<file path="config.mk">
export PLATFORM = sky130hd
export DESIGN_NAME = pipelined_cla_adder
export DESIGN_NICKNAME = d
export VERILOG_FILES = /design/src/rtl/pipelined_cla_adder_pkg.sv /design/src/rtl/cla_group4.sv /design/src/rtl/pipelined_cla_adder.sv
export SDC_FILE = /design/constraint.sdc
export NUM_CORES = 1
export LEC_CHECK = 0
export ABC_AREA = 0
export BUFFER_PORTS_ARGS = -buffer_cell sky130_fd_sc_hd__buf_4
export CORE_ASPECT_RATIO = 1.75
export CORE_MARGIN = 2
export CORE_UTILIZATION = 35
export DETAILED_ROUTE_END_ITERATION = 10
export PLACE_DENSITY = 0.53
export SKIP_LAST_GASP = 1
export SLEW_MARGIN = 40
export SYNTH_ARGS = -nofsm -noshare
export SYNTH_HDL_FRONTEND = slang
export SYNTH_SLANG_ARGS = --single-unit
</file>
<file path="constraint.sdc">
create_clock -name clk -period 4.8 [get_ports clk]
set_input_delay 0.96 -clock clk [delete_from_list [all_inputs] [get_ports clk]]
set_output_delay 0.96 -clock clk [all_outputs]
set_load 0.03 [all_outputs]
</file>
<file path="src/rtl/pipelined_cla_adder_pkg.sv">
// Shared definitions for the pipelined carry-lookahead adder.
// Holds the lookahead group size, the group count helper and the
// add/subtract mode encodings used by the top level and the group cell.
package pipelined_cla_adder_pkg;

    localparam int CLA_GROUP = 4;

    localparam logic MODE_ADD = 1'b0;
    localparam logic MODE_SUB = 1'b1;

    // Number of 4-bit lookahead groups needed to cover an operand width
    function automatic int groupCount(input int width);
        return width / CLA_GROUP;
    endfunction

endpackage

</file>
<file path="src/rtl/cla_group4.sv">
// One 4-bit carry-lookahead group.
// From bitwise propagate/generate and the group carry-in it forms the carries
// into bits 1..3 by full lookahead, plus the group propagate and generate that
// feed the group-carry chain in the top level. Purely combinational.
module cla_group4
    import pipelined_cla_adder_pkg::*;
(
    input  logic [CLA_GROUP-1:0] i_p,
    input  logic [CLA_GROUP-1:0] i_g,
    input  logic                 i_cin,
    output logic [CLA_GROUP-1:1] o_carry,
    output logic                 o_gp,
    output logic                 o_gg
);

    // Full lookahead: every carry is a flat sum of products of P, G and cin
    always_comb begin
        o_carry[1] = i_g[0]
                   | (i_p[0] & i_cin);
        o_carry[2] = i_g[1]
                   | (i_p[1] & i_g[0])
                   | (i_p[1] & i_p[0] & i_cin);
        o_carry[3] = i_g[2]
                   | (i_p[2] & i_g[1])
                   | (i_p[2] & i_p[1] & i_g[0])
                   | (i_p[2] & i_p[1] & i_p[0] & i_cin);
        o_gp       = &i_p;
        o_gg       = i_g[3]
                   | (i_p[3] & i_g[2])
                   | (i_p[3] & i_p[2] & i_g[1])
                   | (i_p[3] & i_p[2] & i_p[1] & i_g[0]);
    end

endmodule

</file>
<file path="src/rtl/pipelined_cla_adder.sv">
// Two-stage pipelined carry-lookahead adder/subtractor with valid/ready.
// Stage 1 registers the (conditionally inverted) operands and effective
// carry-in; stage 2 registers sum, carry-out and optionally signed overflow.
// Optional feature macro: CLA_OVERFLOW_EN adds the ovf output and register.
module pipelined_cla_adder
    import pipelined_cla_adder_pkg::*;
#(
    parameter int WIDTH = 16
)(
    input  logic             clk,
    input  logic             rst,
    input  logic             in_valid,
    output logic             in_ready,
    input  logic [WIDTH-1:0] a,
    input  logic [WIDTH-1:0] b,
    input  logic             cin,
    input  logic             sub,
    output logic             out_valid,
    input  logic             out_ready,
    output logic [WIDTH-1:0] sum,
    output logic             cout
`ifdef CLA_OVERFLOW_EN
    ,
    output logic             ovf
`endif
);

    localparam int NGROUPS = groupCount(WIDTH);

    logic               r_s1Valid;
    logic [WIDTH-1:0]   r_a;
    logic [WIDTH-1:0]   r_b;
    logic               r_cin;

    logic               r_outValid;
    logic [WIDTH-1:0]   r_sum;
    logic               r_cout;

    logic               w_adv1;
    logic               w_adv2;
    logic [WIDTH-1:0]   w_p;
    logic [WIDTH-1:0]   w_g;
    logic [NGROUPS-1:0] w_gp;
    logic [NGROUPS-1:0] w_gg;
    logic [NGROUPS:0]   w_groupCarry;
    logic [NGROUPS*3-1:0] w_inner;
    logic [WIDTH:0]     w_carry;
    logic [WIDTH-1:0]   w_sum;

    // Output stage moves when empty or drained; input stage when it can hand off
    assign w_adv2   = !r_outValid | out_ready;
    assign w_adv1   = !r_s1Valid | w_adv2;
    assign in_ready = w_adv1;

    // Stage 1: capture operands with B inverted and carry forced to 1 for subtract
    always_ff @(posedge clk or posedge rst) begin
        if (rst) begin
            r_s1Valid <= 1'b0;
            r_a       <= '0;
            r_b       <= '0;
            r_cin     <= 1'b0;
        end else if (w_adv1) begin
            r_s1Valid <= in_valid;
            if (in_valid) begin
                r_a   <= a;
                r_b   <= b ^ {WIDTH{sub == MODE_SUB}};
                r_cin <= (sub == MODE_ADD) ? cin : 1'b1;
            end
        end
    end

    assign w_p = r_a ^ r_b;
    assign w_g = r_a & r_b;

    // One lookahead cell per 4-bit slice, each fed by its group carry-in
    generate
        for (genvar gi = 0; gi < NGROUPS; gi++) begin : g_group
            cla_group4 u_group (
                .i_p     (w_p[gi*CLA_GROUP +: CLA_GROUP]),
                .i_g     (w_g[gi*CLA_GROUP +: CLA_GROUP]),
                .i_cin   (w_groupCarry[gi]),
                .o_carry (w_inner[gi*3 +: 3]),
                .o_gp    (w_gp[gi]),
                .o_gg    (w_gg[gi])
            );
        end
    endgenerate

    // Ripple the group carries across groups using group propagate/generate
    always_comb begin
        w_groupCarry    = '0;
        w_groupCarry[0] = r_cin;
        for (int gi = 0; gi < NGROUPS; gi++) begin
            w_groupCarry[gi+1] = w_gg[gi] | (w_gp[gi] & w_groupCarry[gi]);
        end
    end

    // Assemble the per-bit carry-in vector; bit WIDTH is the final carry-out
    always_comb begin
        w_carry = '0;
        for (int gi = 0; gi < NGROUPS; gi++) begin
            w_carry[gi*CLA_GROUP]           = w_groupCarry[gi];
            w_carry[gi*CLA_GROUP + 1 +: 3]  = w_inner[gi*3 +: 3];
        end
        w_carry[WIDTH] = w_groupCarry[NGROUPS];
    end

    assign w_sum = w_p ^ w_carry[WIDTH-1:0];

    // Stage 2: register the result only when a valid operation moves in
    always_ff @(posedge clk or posedge rst) begin
        if (rst) begin
            r_outValid <= 1'b0;
            r_sum      <= '0;
            r_cout     <= 1'b0;
        end else if (w_adv2) begin
            r_outValid <= r_s1Valid;
            if (r_s1Valid) begin
                r_sum  <= w_sum;
                r_cout <= w_carry[WIDTH];
            end
        end
    end

`ifdef CLA_OVERFLOW_EN
    logic r_ovf;

    // Signed overflow: carry into the sign bit disagrees with carry out of it
    always_ff @(posedge clk or posedge rst) begin
        if (rst) begin
            r_ovf <= 1'b0;
        end else if (w_adv2 && r_s1Valid) begin
            r_ovf <= w_carry[WIDTH-1] ^ w_carry[WIDTH];
        end
    end

    assign ovf = r_ovf;
`endif

    assign out_valid = r_outValid;
    assign sum       = r_sum;
    assign cout      = r_cout;

endmodule

</file>
-- Yosys cells after proc, flatten, opt, wreduce, memory -nomap -nowiden
Cells that the tools add are included.
W data, S select, Z words.
- register bits after elaboration: 52
- input port bits: 38
- output and inout port bits: 19
- word-level logic and storage cells: 122
- muxes and demuxes: 1
- bitwise gates (word level): 106
- reduce and logical (&&, ||, !) cells: 8
- operator list (operator ; count):
    $and A1 B1 Y1 ; 60
    $xor A16 B16 Y16 ; 3
    $or A1 B1 Y1 ; 42
    $and A16 B16 Y16 ; 1
    $reduce_and A4 Y1 ; 4
    $reduce_and A2 Y1 ; 2
    $logic_not A1 Y1 ; 2
    $mux W1 ; 1

-- Longest topological paths before layout
Gate-level depths: netlist of the first run.
- word-level depth: 13
- depth in mapped cells: 11

-- Modules after synthesis
Synthesis of the first run repeated with hierarchy kept, for this count alone.
- cell total of the unflattened synthesis: 257
- area total of the unflattened synthesis: 2683.8 µm²
- by module, submodules not included (module ; times used ; cells an instance ; area each (µm²) ; sequential area each (µm²)):
    pipelined_cla_adder ; 1 ; 209 ; 2443.6 ; 1301.2
    cla_group4 ; 4 ; 12 ; 60.1 ; 0.0

-- Worst setup path after synthesis of the first run
No wires, ideal clock.
- path kind: input to register
- start: input port out_ready
- end: register r_a[10]
- setup time: 125 ps
- data arrival time: 2277 ps
- required time: 4675 ps
- path slack: 2398 ps
- stages: 4
- cell sequence: nand3b_1 > nand2_1 > buf_1 > mux2_2
- word-level cells in the longest chain between the ends: 3
- RTL lines (element ; RTL line ; text):
    start, declared ; pipelined_cla_adder.sv:19 ; input logic out_ready,
    $or A1 B1 Y1 ; pipelined_cla_adder.sv:51 ; assign w_adv2 = !r_outValid | out_ready;
    $or A1 B1 Y1 ; pipelined_cla_adder.sv:52 ; assign w_adv1 = !r_s1Valid | w_adv2;
    $reduce_and A2 Y1 (no source line) ; -- ;
    end signal, assigned ; pipelined_cla_adder.sv:59 ; r_a <= '0;
    end signal, assigned ; pipelined_cla_adder.sv:65 ; r_a <= a;
    end, declared ; pipelined_cla_adder.sv:31 ; logic [WIDTH-1:0] r_a;
Every way passes these cells.
A chain may end at the register's enable or synchronous reset.

-- Worst setup path after layout of the first run
- start: register r_a[0]
- end: register r_sum[12], in the netlist sum[12]
- word-level cells in the longest chain between the ends: 9
- elaborated cells between the ends (all ways): 12
- classes of those cells: 11 x bitwise; 1 x reduce/logical
- RTL lines (element ; RTL line ; text):
    $xor A16 B16 Y16 or $and A16 B16 Y16 (tied branches) ; pipelined_cla_adder.sv:72, pipelined_cla_adder.sv:73 ;
    $reduce_and A4 Y1 or $and A1 B1 Y1 (tied branches) ; cla_group4.sv:27, cla_group4.sv:31 ;
    $and A1 B1 Y1 or $or A1 B1 Y1 (tied branches) ; pipelined_cla_adder.sv:94, cla_group4.sv:31 ;
    $or A1 B1 Y1 * ; pipelined_cla_adder.sv:94 ; w_groupCarry[gi+1] = w_gg[gi] | (w_gp[gi] & w_groupCarry[gi]);
    $and A1 B1 Y1 * ; pipelined_cla_adder.sv:94 ;
    $or A1 B1 Y1 * ; pipelined_cla_adder.sv:94 ;
    $and A1 B1 Y1 * ; pipelined_cla_adder.sv:94 ;
    $or A1 B1 Y1 * ; pipelined_cla_adder.sv:94 ;
    $xor A16 B16 Y16 * ; pipelined_cla_adder.sv:108 ; assign w_sum = w_p ^ w_carry[WIDTH-1:0];
    net w_sum[12] ; pipelined_cla_adder.sv:48 ; logic [WIDTH-1:0] w_sum;
    end signal, assigned ; pipelined_cla_adder.sv:119 ; r_sum <= w_sum;
    end, declared ; pipelined_cla_adder.sv:36 ; logic [WIDTH-1:0] r_sum;
The timed path passes the listed nets; every way through them passes the cells marked *.

==> results.cfg, run 1 <==
[global_route]
antenna_found_initial = 0
grt_max_degree = 53
grt_pass1_wl_um = 8870
first_global_vias = 1949
overflow = 0
gr-usage-all-layers_pct = 13.3

[route]
vias_per_cell = 4.78
post_drt_wl_per_cell_um = 13.1
first_pass_iters = 5
drc_errors = 0
drt_iter0_markers = 94
wl_um = 5220
vias = 1908
ant_nets = 0

[synth]
ys_async_sr_fraction_pct = 100
syn_nets = 315
ys_seq_area_share_pct = 47.8
synth.most_common_cell = dfrtp_1
avgSynthCellArea_um2 = 10.6
synth.cell_area_um2 = 2720
synth_area_leader_cell = dfrtp_1
synthTopCellsByCount = dfrtp_1, nand2_1, o21ai_0
synthDominantCellAreaShare_pct = 47.8
ys_warn_count = 0
ys_seq_elements = 52
ys_top_cells_by_area = dfrtp_1, ha_1, mux2_2
synth_edf_count = 0
synthCells = 257
synthFlopType = dfrtp_1
yosysUniqueCellTypes = 40

[floorplan]
rows = 42
core-area_um2 = 7570
die_height_um = 121
start_util_pct = 36.0
die_width_um = 70.7
dieArea_um2 = 8530
ioPinCount = 57

[critical_path]
rr_worst_depth = 10
crit_slowest_cell = o311ai_2
worstSetupEndpointType = register
worst_setup_path_start_kind = register
cp_max_fo = 11
cpMostUsedCell = nand2_1
timing.rr.end = sum[12]
cp.arrival_ns = 2.98
critPathKind = register to register
r2r-start = r_a[0]
cpPeakStageDelay_ns = 0.67
worstPathRequired_ns = 4.98
r2r_setup_slack_ns = 2.01
crit_chain = ha_1 > a21o_1 > and4_4 > nor2_2 > o311ai_2 > nor2_1 > o21ai_0 > fa_1 > nand2_1 > nand2_1

[clock_network]
post_cts_resized = 0
cts_made_buffers = 5
cts_max_level = 2
clock-root-buffer = clkbuf_16
cts-hold-fix-buffers = 0
postCtsSetupRepairBufs = 0
path_clk_slew_ns = 0.06
clockBufferDepth = 2
cts_sinks = 52
cts_tree = built
clk_latency_ns = 0.29

[timing]
min_period_ns = 2.79
worstMarginPinSlew_ns = 0.756
maxSlewViolCount = 0
setup_viol = 0
fin_worst_skew_ns = 0.00362
grt_setup_unrepaired = false
fin_crit_sh_pct = 58.2
finalSetupTns_ns = 0
hold_viol = 0
fmax_ghz = 0.358
slew_headroom_pct = 49.5

[power]
power_leakage_nw = 1.58
ir_drop_mv = 0.160
power.density_nw_per_um2 = 485

[final_layout]
multi_input_area_um2 = 1350
nNetsFinal = 368
n_antenna_cell = 0
fillers = 764
drive_gt1_share_pct = 28.6
syn2layout_area_growth_pct = 23.6
finalCoreUtilization_pct = 44.5
register_area_um2 = 1300

[placed_design]
gp_congestion = 0.766
portBuffers = 56
hpwl_um = 3910

[min_path]
worstHoldEndpoint = sum[8]
hold_path_class = register to register
hold_depth = 2
hold_start = sum[8]

[job]
maxCapViolCount = 0

[run_status]
status = finished, final reports clean
-- flip-flops by register name, summed over array words and instances, names as in the netlist --
register,count
cout,1
out_valid,1
r_a,16
r_b,16
r_cin,1
r_s1Valid,1
sum,16
-- worst max path at each step --
stage / startpoint / end / slack, ns / cells past startpoint
2_1_floorplan: out_ready / r_a[10] / 2.40 / 4
3_3_place_gp: r_a[0] / sum[12] / 2.08 / 10
3_5_place_dp: r_a[0] / sum[12] / 2.01 / 10
4_1_cts: r_a[0] / sum[12] / 2.01 / 10
5_1_grt: r_a[0] / sum[12] / 1.82 / 10
6_report: r_a[0] / sum[12] / 2.01 / 10
-- cell usage in the layout, fill, tap and decap left out, drive strengths merged --
| master | n |
|---|---|
| a21o | 5 |
| nor2 | 8 |
| o21ai | 28 |
| o311ai | 2 |
| o31a | 1 |
| xnor2 | 20 |
| buf | 58 |
| dfrtp | 52 |
| inv | 6 |
| or3 | 2 |
| o31ai | 3 |
| a21boi | 1 |
| and3 | 1 |
| xor2 | 2 |
| and4 | 1 |
| a2bb2oi | 1 |
| nand2b | 4 |
| nand2 | 43 |
| clkbuf | 6 |
| nand3b | 1 |
| a31oi | 1 |
| clkinv | 2 |
| nand3 | 4 |
| nor3 | 2 |
| fa | 4 |
| o311a | 1 |
| and2 | 2 |
| a211oi | 1 |
| a221o | 1 |
| ha | 16 |
| a21oi | 9 |
| mux2i | 1 |
| o211ai | 4 |
| mux2 | 16 |
| nor2b | 1 |
| o21a | 1 |
-- power breakdown --
group          leakage (nW)  switching (W)  internal [W]  total [W]
logic                 0.884       0.000380      0.000277   0.000657
clock network        0.0766       0.000150      0.000205   0.000355
registers             0.622      0.0000694      0.000549   0.000619
-- worst max-delay path, delay by kind of cell (launching register included) --
kind / cells / cell delay [ns]
adder cells (fa/ha/maj): 2 / 0.73
flip-flops: 1 / 0.40
AO/OA/AOI/OAI: 3 / 1.03
AND/OR/NAND/NOR: 5 / 0.52
-- kinds of logic (layout without fill, tap and decap cells) --
group / after synthesis / after routing / synth area share (%)
fa+ha+maj: 20 / 20 / 10.3
flops: 52 / 52 / 47.8
buf+inv: 18 / 72 / 2.80
xor+xnor: 22 / 22 / 7.08
mux: 17 / 17 / 6.99
compound gates: 59 / 59 / 13.8
simple gates: 69 / 69 / 11.2
-- metal layers --
metal / up-vias / wire length, um / global-route usage (%)
li1: 995 / - / -
met1: 857 / 2300 / 15.5
met2: 46 / 2500 / 22.5
met3: 10 / 252 / 2.67
met4: 0 / 170 / 7.55
met5: - / 0 / 0
-- cell type report --
class	count	share of cell area [%]
inverter	6	0.669
timing repair buffer	58	12.9
sequential	52	38.7
tap	88	3.27
multi-input combinational	187	40.0
clock buffer	6	4.13
clock inverter	2	0.297
-- per-stage QoR --
stage | hold WS, ns | cells | power, W | instance area, um^2 | setup WS (ns)
after floorplan | 0.454 | 257 | 0.00108 | 2720 | 2.40
after global placement | 0.456 | 391 | 0.00128 | 3210 | 2.08
after detailed placement | 0.471 | 391 | 0.00129 | 3210 | 2.01
after CTS | 0.487 | 399 | 0.00165 | 3360 | 2.01
after global routing | 0.520 | 399 | 0.00174 | 3370 | 1.82
final | 0.477 | 399 | 0.00163 | 3370 | 2.01
Power figures use the tool's default switching activity.
==> run 2, diff against run 1 <==
- PLACE_DENSITY: 0.53 -> 0.55
- clock period: 4.8 -> 2.4 ns (I/O delays scaled with it)
==> results.cfg, run 2 (synthesized netlist as in run 1, its figures left out) <==
[floorplan]
die_width_um = 70.7
core-area_um2 = 7570
ioPinCount = 57
rows = 42
dieArea_um2 = 8530
start_util_pct = 36.0
die_height_um = 121

[global_route]
grt_max_degree = 50
first_global_vias = 1924
antenna_found_initial = 0
gr-usage-all-layers_pct = 13.5
grt_pass1_wl_um = 9130
overflow = 0

[final_layout]
n_antenna_cell = 0
nNetsFinal = 375
syn2layout_area_growth_pct = 26.6
layout_common_cells = buf_4, dfrtp_1, nand2_1, o21ai_0, xnor2_1
stdcell_count = 406
finalCoreUtilization_pct = 45.6
multi_input_area_um2 = 1350
final_common_cell = buf_4
register_area_um2 = 1300
drive_gt1_share_pct = 30.5
fillers = 781

[critical_path]
critPathKind = register to register
cp.arrival_ns = 2.46
worst_setup_path_start_kind = register
r2r-start = r_a[4]
rr_worst_depth = 9
worstSetupEndpointType = register
cp_max_fo = 10
timing.rr.end = sum[9]
crit_end = sum[9]
r2r_setup_slack_ns = 0.1
setup.worst_path.start = r_a[4]
worstPathRequired_ns = 2.56

[clock_network]
path_clk_slew_ns = 0.07
cts_max_level = 2
clockBufferDepth = 2
cts-hold-fix-buffers = 0
clk_latency_ns = 0.29
cts_sinks = 52
cts_made_buffers = 5
clock-root-buffer = clkbuf_16
cts_tree = built

[power]
power.density_nw_per_um2 = 958
ir_drop_mv = 0.389
power_leakage_nw = 1.63

[placed_design]
hpwl_um = 4130
gp_congestion = 0.760
dp_cells = 395
portBuffers = 56

[route]
post_drt_wl_per_cell_um = 13.0
ant_nets = 0
first_pass_iters = 4
drt_iter0_markers = 113
drc_errors = 0
vias = 1943
wl_um = 5290
vias_per_cell = 4.79

[timing]
min_period_ns = 2.30
slew_headroom_pct = 63.4
fmax_ghz = 0.434
grt_setup_unrepaired = true
setup_viol = 0
worstMarginPinSlew_ns = 0.549
fin_worst_skew_ns = 0.00629
fin_crit_sh_pct = 95.9
maxSlewViolCount = 0
hold_viol = 0

[run_status]
status = finished, final reports clean

[job]
maxCapViolCount = 0

[min_path]
hold_path_class = input pin to asynchronous set/reset pin
[run 2: power by group]
group | leakage (nW) | total [W] | switching [W] | internal (W)
Combinational | 0.927 | 0.00136 | 0.000766 | 0.000593
Clock | 0.0766 | 0.000705 | 0.000294 | 0.000411
Sequential | 0.622 | 0.00124 | 0.000140 | 0.00110
[run 2: worst max-delay path, stage by stage (launching register included)]
cell and delay, ns:
dfrtp_1 0.40, ha_1 0.30, a21o_1 0.17, a21oi_2 0.15
a2bb2oi_2 0.19, o311ai_2 0.15, buf_4 0.20, fa_1 0.38
xnor2_1 0.16, o21ai_0 0.09
[run 2: final cells by class]
cell class,instances,share of cell area (%)
Multi-Input combinational cell,187,39.2
Sequential cell,52,37.7
Timing Repair Buffer,65,14.9
Clock buffer,6,4.03
Tap cell,88,3.19
Inverter,6,0.653
Clock inverter,2,0.290
[run 2: how the worst min path moves through the flow]
stage / cells after the start / start / slack [ns] / to
finish: 2 / rst / 0.25 / sum[1]
global route: 2 / rst / 0.29 / r_cin
CTS: 2 / rst / 0.26 / sum[1]
detailed placement: 2 / sum[8] / 0.47 / sum[8]
global placement: 2 / sum[3] / 0.46 / sum[3]
floorplan: 2 / r_b[10] / 0.45 / r_b[10]
[run 2: what timing repair did]
item | 4_1_cts | 5_1_grt
setup endpoints to repair | 0 | 4
setup buffers | 0 | 3
endpoints found under the hold margin | 0 | 0
resized for setup | 0 | 3
[run 2: routing by layer]
layer  wire length [um]  GRT usage (%)  up-vias
li1                   -              -     1009
met1               2430           17.9      891
met2               2600           21.8       36
met3                164           2.33        7
met4                 93           5.66        0
met5                  0              0        -
[run 2: stage by stage]
step                      power [W]  cell area [um^2]  setup TNS [ns]  setup slack [ns]  hold slack (ns)
final                       0.00330              3450               0            0.0975            0.248
after global routing        0.00354              3450         -0.0844           -0.0473            0.295
after CTS                   0.00333              3420               0            0.0171            0.262
after detailed placement    0.00261              3270               0            0.0244            0.466
after global placement      0.00259              3270               0            0.0693            0.457
after floorplan             0.00215              2720               0            0.0232            0.454
==> run 3, diff against run 2 <==
- CORE_ASPECT_RATIO: 1.75 -> not set
- PLACE_DENSITY: 0.55 -> not set
==> results.cfg, run 3 (synthesized netlist as in run 1, its figures left out) <==
[critical_path]
cp_max_fo = 3
worstSetupEndpointType = register
critPathKind = register to register
cp.arrival_ns = 2.50
crit_chain = ha_1 > a21o_1 > and4_4 > nor2_2 > o311ai_2 > nor2_1 > o21ai_1 > fa_2 > nand2_1 > nand2_1
r2r-start = r_a[0]
rr_worst_depth = 10
cpPeakStageDelay_ns = 0.46
setup.worst_path.start = r_a[0]
cpMostUsedCell = nand2_1
worstPathRequired_ns = 2.60
worst_setup_path_start_kind = register
crit_slowest_cell = fa_2
timing.rr.end = sum[12]
r2r_setup_slack_ns = 0.09
crit_end = sum[12]

[global_route]
grt_max_degree = 51
overflow = 0
gr-usage-all-layers_pct = 13.6
first_global_vias = 1973
grt_pass1_wl_um = 9240
antenna_found_initial = 0

[clock_network]
cts-hold-fix-buffers = 0
clk_latency_ns = 0.29
cts_sinks = 52
cts_tree = built
clockBufferDepth = 2
clock-root-buffer = clkbuf_8
cts_max_level = 2
cts_made_buffers = 5
path_clk_slew_ns = 0.09

[route]
routed.top_layer = met4
drc_errors = 0
first_pass_iters = 4
drt_iter0_markers = 80
met1_length_um = 2750
ant_nets = 0
vias = 1969
wl_um = 5530
post_drt_wl_per_cell_um = 13.3
wl_met3_um = 175
vias_per_cell = 4.72
dr_wl_met2_um = 2500

[timing]
grt_setup_unrepaired = true
min_period_ns = 2.31
fin_crit_sh_pct = 96.1
fin_worst_skew_ns = 0.0109
hold_viol = 0
final.setup.worst_slack_ns = 0.0942
maxSlewViolCount = 0
setup_viol = 0
slew_headroom_pct = 73.1
fmax_ghz = 0.434
worstMarginPinSlew_ns = 0.404

[floorplan]
start_util_pct = 35.6
core-area_um2 = 7650
ioPinCount = 57
die_height_um = 92.2
dieArea_um2 = 8500
rows = 32
die_width_um = 92.2

[placed_design]
gp_congestion = 0.808
dpl_cell_area_um2 = 3270
portBuffers = 56
place_ws_ns = 0.000498
hpwl_um = 4220

[job]
maxCapViolCount = 0

[run_status]
status = finished, final reports clean

[power]
pwr-share-comb_pct = 44.3
clock_power_share_pct = 15.1
power.switching_w = 0.00118
power.density_nw_per_um2 = 909
internal-power_w = 0.00188
power_leakage_nw = 1.57
ir_drop_mv = 0.273
pwr-share-seq_pct = 40.6
sw_frac_of_total_pct = 38.5

[min_path]
hold_path_class = input pin to asynchronous set/reset pin

[final_layout]
register_area_um2 = 1300
fin_area_um2 = 3360
n_antenna_cell = 0
fillers = 749
final_common_cell = buf_4
syn2layout_area_growth_pct = 23.5
multi_input_area_um2 = 1350
layout_common_cells = buf_4, dfrtp_1, nand2_1, o21ai_0, xnor2_1
drive_gt1_share_pct = 29.2
nNetsFinal = 373
[run 3: worst min-delay path by stage]
stage	from	to	slack [ns]
after detailed placement	sum[8]	sum[8]	0.47
after global routing	rst	sum[3]	0.19
after CTS	rst	sum[0]	0.16
after global placement	sum[3]	sum[3]	0.46
after floorplan	r_b[10]	r_b[10]	0.45
final	rst	sum[0]	0.16
[run 3: what timing repair did]
action                                  CTS  global route
setup buffers                             0             1
resized for setup                         0             2
endpoints found under the setup margin    0             3
[run 3: through the flow]
stage,utilization (%),cells,power [W],setup TNS (ns),hold WS (ns)
floorplan,-,257,0.00215,0,0.454
global placement,42.8,409,0.00259,0,0.460
detailed placement,42.8,409,0.00261,0,0.472
CTS,43.8,416,0.00308,0,0.160
global route,44.0,417,0.00329,-0.0483,0.187
finish,44.0,417,0.00306,0,0.157
[run 3: per-layer routing]
metal / vias to the layer above / track usage (%)
li1: 1000 / -
met5: - / 0
met3: 6 / 2.38
met4: 0 / 6.22
met1: 922 / 19.7
met2: 41 / 19.9
[run 3: layout make-up]
class | count | area share (%)
Tap cell | 102 | 3.80
Clock inverter | 1 | 0.149
Multi-Input combinational cell | 187 | 40.1
Inverter | 6 | 0.670
Sequential cell | 52 | 38.7
Timing Repair Buffer | 63 | 14.4
Clock buffer | 6 | 2.16
[run 3: critical path: cells and delay by family, from the launching register on]
kind	cells	cell delay, ns
AOI/OAI and AO/OA	3	0.59
adders and majority gates	2	0.74
DFF	1	0.40
and+or+nand+nor	5	0.49
[run 3: power groups by stage]
stage                     clock network (W)  registers [W]  logic, W
after floorplan                           0        0.00150  0.000652
after global placement                    0        0.00126   0.00133
after detailed placement                  0        0.00126   0.00135
after CTS                          0.000484        0.00125   0.00135
after global routing               0.000517        0.00128   0.00149
final                              0.000462        0.00124   0.00135
